`src/rtl/bus_arbiter_mux.sv`:
```
// Registered N-source bus multiplexer with round-robin arbitration, per-source
// lock hold and a forced-select override; one-cycle latency, one word per cycle.
module bus_arbiter_mux #(
  parameter int unsigned WIDTH   = 16,
  parameter int unsigned NUM_SRC = 4,
  parameter int unsigned SEL_W   = 2
) (
  input  logic                       clk,
  input  logic                       reset,
  input  logic [NUM_SRC-1:0]         req,
  input  logic [NUM_SRC-1:0]         lock,
  input  logic [NUM_SRC*WIDTH-1:0]   data_in,
  input  logic                       force_en,
  input  logic [SEL_W-1:0]           force_sel,
  output logic [NUM_SRC-1:0]         grant,
  output logic [SEL_W-1:0]           grant_sel,
  output logic [WIDTH-1:0]           bus_out,
  output logic                       bus_valid
);

  logic [NUM_SRC-1:0] grant_q, grant_d;
  logic [SEL_W-1:0]   grant_sel_q, grant_sel_d;
  logic [WIDTH-1:0]   bus_q, bus_d;
  logic               valid_q, valid_d;
  logic [SEL_W-1:0]   last_q, last_d;
  logic               forced_q, forced_d;

  logic [2*NUM_SRC-1:0] req_rot;
  logic                 rr_found;
  logic [SEL_W-1:0]     rr_idx;
  logic                 held_req;
  logic                 held_lock;
  logic                 force_ok;
  logic                 win;
  logic [SEL_W-1:0]     win_idx;

  // Rotate requests so bit 0 is the source right after the last winner.
  always_comb begin
    req_rot  = {req, req} >> (32'(last_q) + 32'd1);
    rr_found = 1'b0;
    rr_idx   = '0;
    for (int unsigned k = 0; k < NUM_SRC; k++) begin
      if (!rr_found && req_rot[k]) begin
        rr_found = 1'b1;
        rr_idx   = SEL_W'((32'(last_q) + 32'd1 + k) % NUM_SRC);
      end
    end
  end

  // Request/lock of the currently granted source.
  always_comb begin
    held_req  = 1'b0;
    held_lock = 1'b0;
    for (int unsigned i = 0; i < NUM_SRC; i++) begin
      if (grant_sel_q == SEL_W'(i)) begin
        held_req  = req[i];
        held_lock = lock[i];
      end
    end
  end

  // Extra top bit keeps the range check exact when NUM_SRC == 2**SEL_W.
  assign force_ok = ({1'b0, force_sel} < (SEL_W + 1)'(NUM_SRC));

  always_comb begin
    grant_d     = '0;
    valid_d     = 1'b0;
    grant_sel_d = grant_sel_q;
    bus_d       = bus_q;
    last_d      = last_q;
    forced_d    = 1'b0;
    win         = 1'b0;
    win_idx     = grant_sel_q;

    if (force_en) begin
      if (force_ok) begin
        win      = 1'b1;
        win_idx  = force_sel;
        forced_d = 1'b1;
      end
    end else if (valid_q && !forced_q && held_lock && held_req) begin
      win     = 1'b1;
      win_idx = grant_sel_q;
    end else if (rr_found) begin
      win     = 1'b1;
      win_idx = rr_idx;
      last_d  = rr_idx;
    end

    if (win) begin
      valid_d     = 1'b1;
      grant_sel_d = win_idx;
      for (int unsigned i = 0; i < NUM_SRC; i++) begin
        if (win_idx == SEL_W'(i)) begin
          grant_d[i] = 1'b1;
          bus_d      = data_in[i*WIDTH +: WIDTH];
        end
      end
    end
  end

  // Pointer resets to the top index so source 0 has first priority.
  always_ff @(posedge clk) begin
    if (reset) begin
      grant_q     <= '0;
      grant_sel_q <= '0;
      bus_q       <= '0;
      valid_q     <= 1'b0;
      last_q      <= SEL_W'(NUM_SRC - 1);
      forced_q    <= 1'b0;
    end else begin
      grant_q     <= grant_d;
      grant_sel_q <= grant_sel_d;
      bus_q       <= bus_d;
      valid_q     <= valid_d;
      last_q      <= last_d;
      forced_q    <= forced_d;
    end
  end

  assign grant     = grant_q;
  assign grant_sel = grant_sel_q;
  assign bus_out   = bus_q;
  assign bus_valid = valid_q;

endmodule
```
`config.mk`:
```
export PLATFORM = sky130hd
export DESIGN_NAME = bus_arbiter_mux
export DESIGN_NICKNAME = d
export VERILOG_FILES = /design/src/rtl/bus_arbiter_mux.sv
export SDC_FILE = /design/constraint.sdc
export NUM_CORES = 1
export LEC_CHECK = 0
export BUFFER_PORTS_ARGS = -buffer_cell sky130_fd_sc_hd__clkbuf_2
export CELL_PAD_IN_SITES_DETAIL_PLACEMENT = 2
export CELL_PAD_IN_SITES_GLOBAL_PLACEMENT = 2
export CORE_MARGIN = 8
export CORE_UTILIZATION = 23
export CTS_CLUSTER_DIAMETER = 50
export DETAILED_ROUTE_END_ITERATION = 8
export PLACE_DENSITY = 0.86
export SLEW_MARGIN = 20
export SYNTH_ARGS = -nofsm -noshare
export SYNTH_HDL_FRONTEND = slang
export SYNTH_SLANG_ARGS = --single-unit
```
`constraint.sdc`:
```
create_clock -name clk -period 2.9 [get_ports clk]
set_input_delay 0.29 -clock clk [delete_from_list [all_inputs] [get_ports clk]]
set_output_delay 0.29 -clock clk [all_outputs]
set_load 0.03 [all_outputs]
```
After elaboration in Yosys (flattened, before gate mapping)
Index checks and enable logic that the tools add are counted.
{ "classes": {"n_addsub": 4, "n_eq_ne": 6, "reduce_logical": 16, "muxes": 32, "bitwise": 3, "shifts": 1} }
{ "ops": {"columns": ["operator", "count"], "rows": [
  ["2-to-1 mux 16 bit", 4],
  ["2-to-1 mux 1 bit", 21],
  ["2-to-1 mux 2 bit", 7],
  ["== test 2 bit (second input constant)", 4],
  [">> shifter 8 x 3 -> 4 bit", 1],
  ["logical AND 1 bit", 6],
  ["adder 2 bit (second input constant)", 2],
  ["== test 2 x 1 -> 1 bit (second input constant)", 2],
  ["logical NOT 1 bit", 4],
  ["logical NOT 2 bit", 2],
  ["nonzero test 4 bit", 1],
  ["adder 2 x 1 -> 3 bit (second input constant)", 1],
  ["inverter 1 bit", 3],
  ["AND reduction 3 bit", 1],
  ["adder 2 x 1 -> 2 bit (second input constant)", 1],
  ["AND reduction 2 bit", 1],
  ["OR reduction 2 bit", 1]
]} }
{ "totals": {"reg_bits": 26, "wordCells": 68, "inputBits": 77, "output_inout_bits": 23} }

Longest topological paths before layout
Gate-level depths: netlist of the first run.
{ "logic_depth": {"word_depth": 20, "ltp_mapped": 9, "mapped_depth_nobuf": 6} }

Worst setup path before layout of the first run
No wires, ideal clock.
{ "synth_path": {"path_kind": "flip-flop to flip-flop", "from": "register grant_sel_q[1] (netlist: grant_sel[1])", "to": "register bus_q[0] (netlist: bus_out[0])", "slack_ns": 0.609, "period_less_slack_ns": 2.291, "path_stages_with_launch": 9, "required_time_ns": 2.783, "setup_time_ns": 0.117, "t_arrival_ns": 2.173, "path_buffers": 2, "path_cell_list": "dfxtp_1 nor2b_2 a2111oi_2 a221oi_4 o21a_1 buf_6 clkbuf_1 o211ai_1 a32o_1"} }
{ "synth_via": {"elab_chain_cells": 13, "elab_cells_between_ends": 28, "classes_between": "6 x eq/ne; 16 x mux; 6 x reduce/logical"} }
{ "synth_rtl": {"columns": ["item", "line", "rtl"], "rows": [
  ["start, declared", "22", "logic [SEL_W-1:0] grant_sel_q, grant_sel_d;"],
  ["start signal, assigned", "113", "grant_sel_q <= grant_sel_d;"],
  ["logical NOT 2 bit", "55", "if (grant_sel_q == SEL_W'(i)) begin"],
  ["2-to-1 mux 1 bit (4 in series)", "55", null],
  ["logical AND 1 bit (2 in series)", "81", "end else if (valid_q && !forced_q && held_lock && held_req) begin"],
  ["2-to-1 mux 2 bit", "81", null],
  ["2-to-1 mux 2 bit", "75", "if (force_en) begin"],
  ["== test 2 x 1 -> 1 bit", "94", "if (win_idx == SEL_W'(i)) begin"],
  ["2-to-1 mux 16 bit (3 in series)", "94", null],
  ["end signal, assigned", "114", "bus_q <= bus_d;"],
  ["end, declared", "23", "logic [WIDTH-1:0] bus_q, bus_d;"]
]} }
Parallel ways exist; a longest one is shown, timed or not.
A chain may end at the register's enable or synchronous reset.

Worst setup path after layout of the first run
{ "layout_path": {"from": "register grant_sel_q[1] (netlist: grant_sel[1])", "to": "register bus_q[10] (netlist: bus_out[10])"} }
Same word-level chain as after synthesis.

==> metrics.log, run 1 <==
INFO  metric outcome = completed
INFO  metric report.power.total = about 1.1 mW
INFO  metric totalWireLength = 7000 um
INFO  metric port-buffer-count = 99
INFO  metric report.final.slew_viol_count = 0
INFO  metric syn_nets = 267
INFO  metric grt_max_degree = between 50 and 60
INFO  metric detailed_place.area = 0.00228 mm^2
INFO  metric antenna_diodes = 0
INFO  metric synth_warnings = 0
INFO  metric clk_latency = 0.27 ns
INFO  metric finalClockSkew = 0.00345 ns
INFO  metric hold-path-endpoint = forced_q
INFO  metric reg2reg_setup_slack = 0.43 ns
INFO  metric finish.net_count = roughly 360
INFO  metric ctsHtreeMaxLevel = 1
INFO  metric vias = around 1900
INFO  metric critical_path_arrival = 2.64 ns
INFO  metric final_design_area_no_fill = 0.00234 mm^2
INFO  metric hold_buffer_count_at_cts = 0
INFO  metric worst_setup_path_startpoint = grant_sel[1]
INFO  metric synthCells = 190
INFO  metric global_route_usage_over_all_layers = a little over an eighth
INFO  metric grt_pass1_wl = 11300 um
INFO  metric cts_resized = 0
INFO  metric multi_input_comb_area = 998 um^2
INFO  metric drt_first_iter_violations = 47
INFO  metric hpwlAfterDp = 5700 um
INFO  metric synth-edff-count = 0
INFO  metric grt.overflow.total = 0
INFO  metric yosys-top-cells-area = sky130_fd_sc_hd__dfxtp_1 (31%), sky130_fd_sc_hd__o211ai_1 (15%), sky130_fd_sc_hd__a32o_1 (9.5%)
INFO  metric tritoncts = done
INFO  metric clock_sink_count = 26
INFO  metric number_of_antenna_violations_at_the_first_check_in_global_routing = 0
INFO  metric vdd_ir_drop_max = 225 uV
INFO  metric syn-cell-area = 0.00168 mm^2
INFO  metric critical_path.endpoint_type = flip-flop
INFO  metric critPathLaunchType = flip-flop
INFO  metric fillerInstances = approximately 840
INFO  metric holdCritPathClass = input port to flip-flop
INFO  metric initial_util = 23.5%
INFO  metric maxCapViolCount = 0
INFO  metric synth_ff_type = sky130_fd_sc_hd__dfxtp_1
INFO  metric critical_path_class = flip-flop to flip-flop
INFO  metric setup_viol_count_final = 0
INFO  metric reg2regPathDepth = 8
INFO  metric fin_crit_sh = a little under nine tenths
INFO  metric die_w = 102 um
INFO  metric synthToLayoutAreaGrowth = 38.9%
INFO  metric synth.largest_area_cell = sky130_fd_sc_hd__dfxtp_1
INFO  metric detail_route.vias_per_cell = 4.98
INFO  metric clock_input_transition_at_the_sequential_cells_of_the_worst_setup_and_hold_paths = 0.09 ns
INFO  metric synthesis.area_per_instance = 8.86 um^2
INFO  metric detail_route.drc_violations = 0
INFO  metric hold_depth = 2
INFO  metric ff_latch_area = between 500 and 600 um^2
INFO  metric clock_buffers_created_by_tritoncts = 3
INFO  metric drt_pre_antenna_iters = 4
INFO  metric antenna_violating_nets_post_route = 0
INFO  metric grt_setup_unrepaired = no
INFO  metric finalHoldViolations = 0
INFO  metric crit-reg2reg-capture = bus_out[10]
INFO  metric power_density = ~470 mW/mm^2
INFO  metric layout_commonest_cell = sky130_fd_sc_hd__clkbuf_2
INFO  metric async_reset_ff_share = 0%
INFO  metric timing_worst_slew_pin_value = 0.651 ns
INFO  metric cell_rows = 31
INFO  metric netlist-cell-type-count = 37
INFO  metric layout_min_cycle_time = approximately 2.5 ns
INFO  metric static-leakage-power = 1.05 nW
INFO  metric cts-root-to-sink-buffers = 2
INFO  metric post-cts-setup-buffer-count = 0
INFO  metric clockRootBuffer = sky130_fd_sc_hd__clkbuf_8
INFO  metric gp_routability_congestion = 0.776
INFO  metric number_of_primary_i_o_pins = 100
INFO  metric timing.critical_path.fanout_max = 18
INFO  metric cp.required = 3.06 ns
INFO  metric design.die.area = 0.0103 mm^2
INFO  metric yosysSeqAreaShare = 30.9%
INFO  metric most-common-layout-cells = sky130_fd_sc_hd__clkbuf_2 (99), sky130_fd_sc_hd__o211ai_1 (34), sky130_fd_sc_hd__dfxtp_1 (26), sky130_fd_sc_hd__inv_1 (18), sky130_fd_sc_hd__o31a_1 (17)
INFO  metric layout-drive-gt1-share = 42.8%
INFO  metric setup_total_negative_slack = 0 ns
INFO  metric drt-wirelength-per-cell = 18.2 um
INFO  metric chipHeight = 102 um
INFO  metric fmax = 404 MHz
INFO  metric ys_ff_latch = 26
INFO  metric timing.max_slew.rel_slack = 56.6%
INFO  metric synth_top_area_share = between 30% and 40%
INFO  metric fin_hold_ws = 0.284 ns
INFO  metric grt_pass1_vias = 2287
INFO  metric placeableCoreArea = 0.00718 mm^2
INFO  metric worst_r2r_startpoint = grant_sel[1]
INFO  metric holdCritStartpoint = reset
==> worst max-delay path by stage <==
| stage | end | slack [ns] | cells past startpoint |
|---|---|---|---|
| after detailed placement | bus_out[10] | 0.44 | 8 |
| after global routing | bus_out[10] | 0.29 | 6 |
| after global placement | bus_out[5] | 0.53 | 9 |
| after CTS | bus_out[10] | 0.42 | 8 |
| after floorplan | bus_out[0] | 0.61 | 8 |
| final | bus_out[10] | 0.43 | 8 |
==> synthesized netlist by cell type, drive strengths merged (2+ instances only) <==
cell and count:
o211ai 34, dfxtp 26, inv 18, o31a 17, a32o 16, or3 16
buf 9, clkbuf 7, nor2 7, nand2 6, nor3 5, nand2b 3
a211o 2, a21oi 2, nand3 2, nor2b 2, or2 2
==> registers in the layout, indices dropped and copies added (netlist names) <==
signal     flops
bus_valid      1
grant          4
grant_sel      2
forced_q       1
bus_out       16
last_q         2
==> per-stage QoR <==
| step | cells | worst slack (ns) | utilization (%) |
|---|---|---|---|
| 6_report | 384 | 0.427 | 32.6 |
| 5_1_grt | 384 | 0.294 | 32.6 |
| 4_1_cts | 384 | 0.419 | 32.6 |
| 3_5_place_dp | 380 | 0.442 | 31.8 |
| 3_3_place_gp | 380 | 0.535 | 31.8 |
| 2_1_floorplan | 190 | 0.609 | - |
==> kinds of logic (layout without fill, tap and decap cells) <==
| family | after synthesis | after routing | share of synthesized area, % |
|---|---|---|---|
| AOI/OAI and AO/OA | 83 | 83 | 43.1 |
| and+or+nand+nor | 46 | 46 | 15.9 |
| buffers and inverters | 35 | 130 | 10.0 |
| DFF | 26 | 26 | 30.9 |
==> area by class of cell <==
cell class | count | area share (%)
clock buffer | 4 | 2.36
inverter | 19 | 3.05
multi-input combinational | 129 | 42.7
sequential | 26 | 22.3
tap | 99 | 5.30
timing repair buffer | 107 | 24.3
==> where the power goes <==
| part | switching [mW] | total [mW] | internal (mW) | leakage [nW] |
|---|---|---|---|---|
| sequential | 0.0291 | 0.429 | 0.400 | 0.216 |
| clock | 0.115 | 0.236 | 0.121 | 0.0288 |
| combinational | 0.267 | 0.441 | 0.175 | 0.805 |
| total | 0.411 | 1.11 | 0.696 | 1.05 |
==> layer usage <==
metal / global-route usage (%) / share of wire [%] / vias to the layer above
li1: - / - / 933
met1: 14.7 / 41 / 919
met2: 25.8 / 52 / 56
met3: 3.51 / 5.6 / 6
met4: 2.86 / 0.93 / 0
met5: 0 / 0 / -
==> worst max-delay path: stages (launching register included) <==
cell and delay [ns]:
sky130_fd_sc_hd__dfxtp_1 0.47, sky130_fd_sc_hd__inv_1 0.15, sky130_fd_sc_hd__a2111oi_2 0.51, sky130_fd_sc_hd__a221oi_4 0.19, sky130_fd_sc_hd__buf_4 0.21, sky130_fd_sc_hd__o21a_1 0.12, sky130_fd_sc_hd__buf_4 0.19, sky130_fd_sc_hd__o31a_1 0.26
sky130_fd_sc_hd__a32o_1 0.26
No activity file was read; power rests on OpenSTA's default activity.
==> run 2: changes to the inputs <==
--- a/config.mk
+++ b/config.mk
@@ -12,6 +12,7 @@
 export CORE_UTILIZATION = 23
 export CTS_CLUSTER_DIAMETER = 50
 export DETAILED_ROUTE_END_ITERATION = 8
+export GPL_TIMING_DRIVEN = 0
 export PLACE_DENSITY = 0.86
 export SLEW_MARGIN = 20
 export SYNTH_ARGS = -nofsm -noshare
==> constraint.sdc (replaced) <==
create_clock -name clk -period 2.9 [get_ports clk]
set_input_delay 0 -clock clk [delete_from_list [all_inputs] [get_ports clk]]
set_output_delay 0 -clock clk [all_outputs]
set_load 0.03 [all_outputs]
==> run 2 against run 1 <==
Critical path depth unchanged. Utilization is 0.42 points higher. Critical endpoint is now bus_out[14]. Largest power group unchanged. Critical path type unchanged. Combinational power grew 4.8%. Count of clock-buffer cells in the layout is the same. Die area unchanged. Maximum frequency down 3.3%. Cell count is 2.3% higher. Clock skew up 0.0075 ns. Worst setup slack got worse by 0.086 ns.
==> metrics.log, run 2 (same netlist as run 1, synthesis figures left out) <==
INFO  metric globalRouteMet2Util = 25.5% (-0.30 points)
INFO  metric reg2reg_setup_slack = 0.34 ns (-0.09 ns)
INFO  metric initial_util = 23.5% (unchanged)
INFO  metric crit-reg2reg-capture = bus_out[14]
INFO  metric detailed_place.area = 0.00230 mm^2 (+0.88%)
INFO  metric finish.utilization = 33.0% (+0.42 points)
INFO  metric grt.overflow.total = 0 (unchanged)
INFO  metric sw_frac_of_total = 38.1% (+0.98 points)
INFO  metric power_report.internal_total = 0.702 mW (+0.87%)
INFO  metric gate_power_share = 40.8% (+0.9 points)
INFO  metric drt-wirelength-per-cell = 18.7 um (+2.6%)
INFO  metric number_of_primary_i_o_pins = 100 (unchanged)
INFO  metric fillerInstances = 862 (+2.5%)
INFO  metric outcome = completed
INFO  metric setup_slack = 0.341 ns (-0.0856 ns)
INFO  metric global_route_usage_over_all_layers = 14.0% (+0.39 points)
INFO  metric port-buffer-count = 99 (unchanged)
INFO  metric grt_setup_unrepaired = no
INFO  metric critPathLaunchType = flip-flop
INFO  metric largest_register_ffs = 16 (unchanged)
INFO  metric finalClockSkew = 0.0109 ns (+0.00746 ns)
INFO  metric multi_input_comb_area = 993 um^2 (-0.50%)
INFO  metric chipHeight = 102 um (unchanged)
INFO  metric fin_crit_sh = 88.2% (+3.0 points)
INFO  metric drt_first_iter_violations = 85 (+81%)
INFO  metric clock_sink_count = 26 (unchanged)
INFO  metric antenna_violating_nets_post_route = 0 (unchanged)
INFO  metric power_density = 479 mW/mm^2 (+1.2%)
INFO  metric critical_path_arrival = 2.73 ns (+0.09 ns)
INFO  metric clk_latency = 0.28 ns (about the same)
INFO  metric hpwlAfterDp = 5880 um (+3.1%)
INFO  metric timing_worst_slew_pin_value = 0.845 ns (+0.194 ns)
INFO  metric number_of_antenna_violations_at_the_first_check_in_global_routing = 0 (unchanged)
INFO  metric ctsHtreeMaxLevel = 1 (unchanged)
INFO  metric finalHoldViolations = 0 (unchanged)
INFO  metric cell_rows = 31 (unchanged)
INFO  metric maxCapViolCount = 0 (unchanged)
INFO  metric timing.critical_path.fanout_max = 10 (-8)
INFO  metric hold_depth = 3 (+1)
INFO  metric post-cts-setup-buffer-count = 0 (unchanged)
INFO  metric cts-root-to-sink-buffers = 2 (unchanged)
INFO  metric clock_buffers_created_by_tritoncts = 3 (unchanged)
INFO  metric critical_path_class = flip-flop to flip-flop
INFO  metric hold-path-endpoint = bus_out[10]
INFO  metric critical_path.endpoint_type = flip-flop
INFO  metric static-leakage-power = 1.06 nW (+1.2%)
INFO  metric drt_pre_antenna_iters = 4 (unchanged)
INFO  metric clock_input_transition_at_the_sequential_cells_of_the_worst_setup_and_hold_paths = 0.10 ns (about the same)
INFO  metric grt_pass1_wl = 11700 um (+3.3%)
INFO  metric layout_min_cycle_time = 2.56 ns (+0.0856 ns)
INFO  metric gp_routability_congestion = 0.747 (-3.7%)
INFO  metric reg2regPathDepth = 8 (unchanged)
INFO  metric die_w = 102 um (unchanged)
INFO  metric clockRootBuffer = sky130_fd_sc_hd__clkbuf_8
INFO  metric ff_latch_area = 520 um^2 (unchanged)
INFO  metric placeableCoreArea = 0.00718 mm^2 (unchanged)
INFO  metric tritoncts = done
INFO  metric register_share_of_total_power = 37.7% (-1.1 points)
INFO  metric most-common-layout-cells = sky130_fd_sc_hd__clkbuf_2 (99), sky130_fd_sc_hd__o211ai_1 (34), sky130_fd_sc_hd__dfxtp_1 (26), sky130_fd_sc_hd__inv_1 (18), sky130_fd_sc_hd__o31a_1 (17)
INFO  metric synthToLayoutAreaGrowth = 40.7%
INFO  metric grt_pass1_vias = 2300 (+0.57%)
INFO  metric fin_hold_ws = 0.0570 ns (-0.227 ns)
INFO  metric setup_viol_count_final = 0 (unchanged)
INFO  metric fmax = 391 MHz (-3.3%)
INFO  metric holdCritStartpoint = data_in[26]
INFO  metric grt.met1_usage = 16.7% (+2.0 points)
INFO  metric detail_route.drc_violations = 0 (unchanged)
INFO  metric finish.net_count = 372 (+2.5%)
INFO  metric post-place-ws = 0.360 ns (-0.0821 ns)
INFO  metric p_switching = 0.432 mW (+5.2%)
INFO  metric vdd_ir_drop_max = 207 uV (-8.3%)
INFO  metric grtUsageMet3 = 3.23% (-0.27 points)
INFO  metric global_route.peak_usage_layer = met2
INFO  metric layout-drive-gt1-share = 41.5% (-1.3 points)
INFO  metric grt_max_degree = 15 (-72%)
INFO  metric setup_total_negative_slack = 0 ns (unchanged)
INFO  metric cp.required = 3.07 ns (about the same)
INFO  metric vias = 1950 (+1.9%)
INFO  metric timing.max_slew.rel_slack = 43.3% (-13 points)
INFO  metric holdCritPathClass = input port to flip-flop
INFO  metric design.die.area = 0.0103 mm^2 (unchanged)
INFO  metric detail_route.vias_per_cell = 4.96 (-0.45%)
INFO  metric antenna_diodes = 0 (unchanged)
INFO  metric worst_r2r_startpoint = grant_sel[1]
INFO  metric clkPwrFrac = 21.5% (+0.2 points)
INFO  metric layout_commonest_cell = sky130_fd_sc_hd__clkbuf_2
INFO  metric report.final.slew_viol_count = 0 (unchanged)
INFO  metric cts_resized = 0 (unchanged)
INFO  metric final_design_area_no_fill = 0.00237 mm^2 (+1.3%)
INFO  metric totalWireLength = 7350 um (+5.0%)
-- run 2: worst max-delay path, stage by stage, from the launching register on --
cell and delay [ns]:
sky130_fd_sc_hd__dfxtp_1 0.45, sky130_fd_sc_hd__nor2b_2 0.23, sky130_fd_sc_hd__a2111oi_2 0.10, sky130_fd_sc_hd__a221oi_4 0.49, sky130_fd_sc_hd__o21a_1 0.21, sky130_fd_sc_hd__buf_6 0.13
sky130_fd_sc_hd__clkbuf_1 0.43, sky130_fd_sc_hd__o211ai_1 0.16, sky130_fd_sc_hd__a32o_1 0.24
-- run 2: area by class of cell --
cell class / instances / share of cell area (%)
tap: 99 / 5.23
inverter: 19 / 3.01
sequential: 26 / 22.0
timing repair buffer: 100 / 21.4
clock buffer: 4 / 2.33
buffer: 16 / 4.12
multi-input combinational: 129 / 42.0
-- run 2: worst max path at each step --
stage / from / endpoint / slack (ns) / cells after the start
floorplan: grant_sel[1] / bus_out[0] / 0.61 / 8
global placement: grant_sel[1] / bus_out[1] / 0.42 / 7
detailed placement: grant_sel[1] / bus_out[1] / 0.36 / 8
CTS: grant_sel[1] / bus_out[1] / 0.33 / 8
global route: grant_sel[1] / bus_out[15] / 0.12 / 8
finish: grant_sel[1] / bus_out[14] / 0.34 / 8
-- run 2: per-stage QoR --
| stage | total power, mW | std cells |
|---|---|---|
| after CTS | 1.15 | 393 |
| after floorplan | 0.727 | 190 |
| after global placement | 0.887 | 388 |
| after global routing | 1.20 | 393 |
| final | 1.13 | 393 |
| after detailed placement | 0.902 | 388 |
-- run 2: metal layers --
layer  up-vias  share of wire, %  wire length [um]
met5         -                 0                 0
met4         0              0.26                19
met3         2               4.9               359
met2        52                51              3760
met1       939                44              3200
li1        957                 -                 -
-- run 2: repair_timing --
action	4_1_cts	5_1_grt
endpoints found under the hold margin	3	0
setup endpoints to repair	0	0
hold buffers	1	0
-- run 2: power groups by stage --
stage	clock (mW)	combinational, mW	sequential, mW
finish	0.244	0.462	0.427
global route	0.265	0.506	0.433
CTS	0.249	0.471	0.428
detailed placement	0	0.466	0.436
global placement	0	0.453	0.434
floorplan	0	0.219	0.508
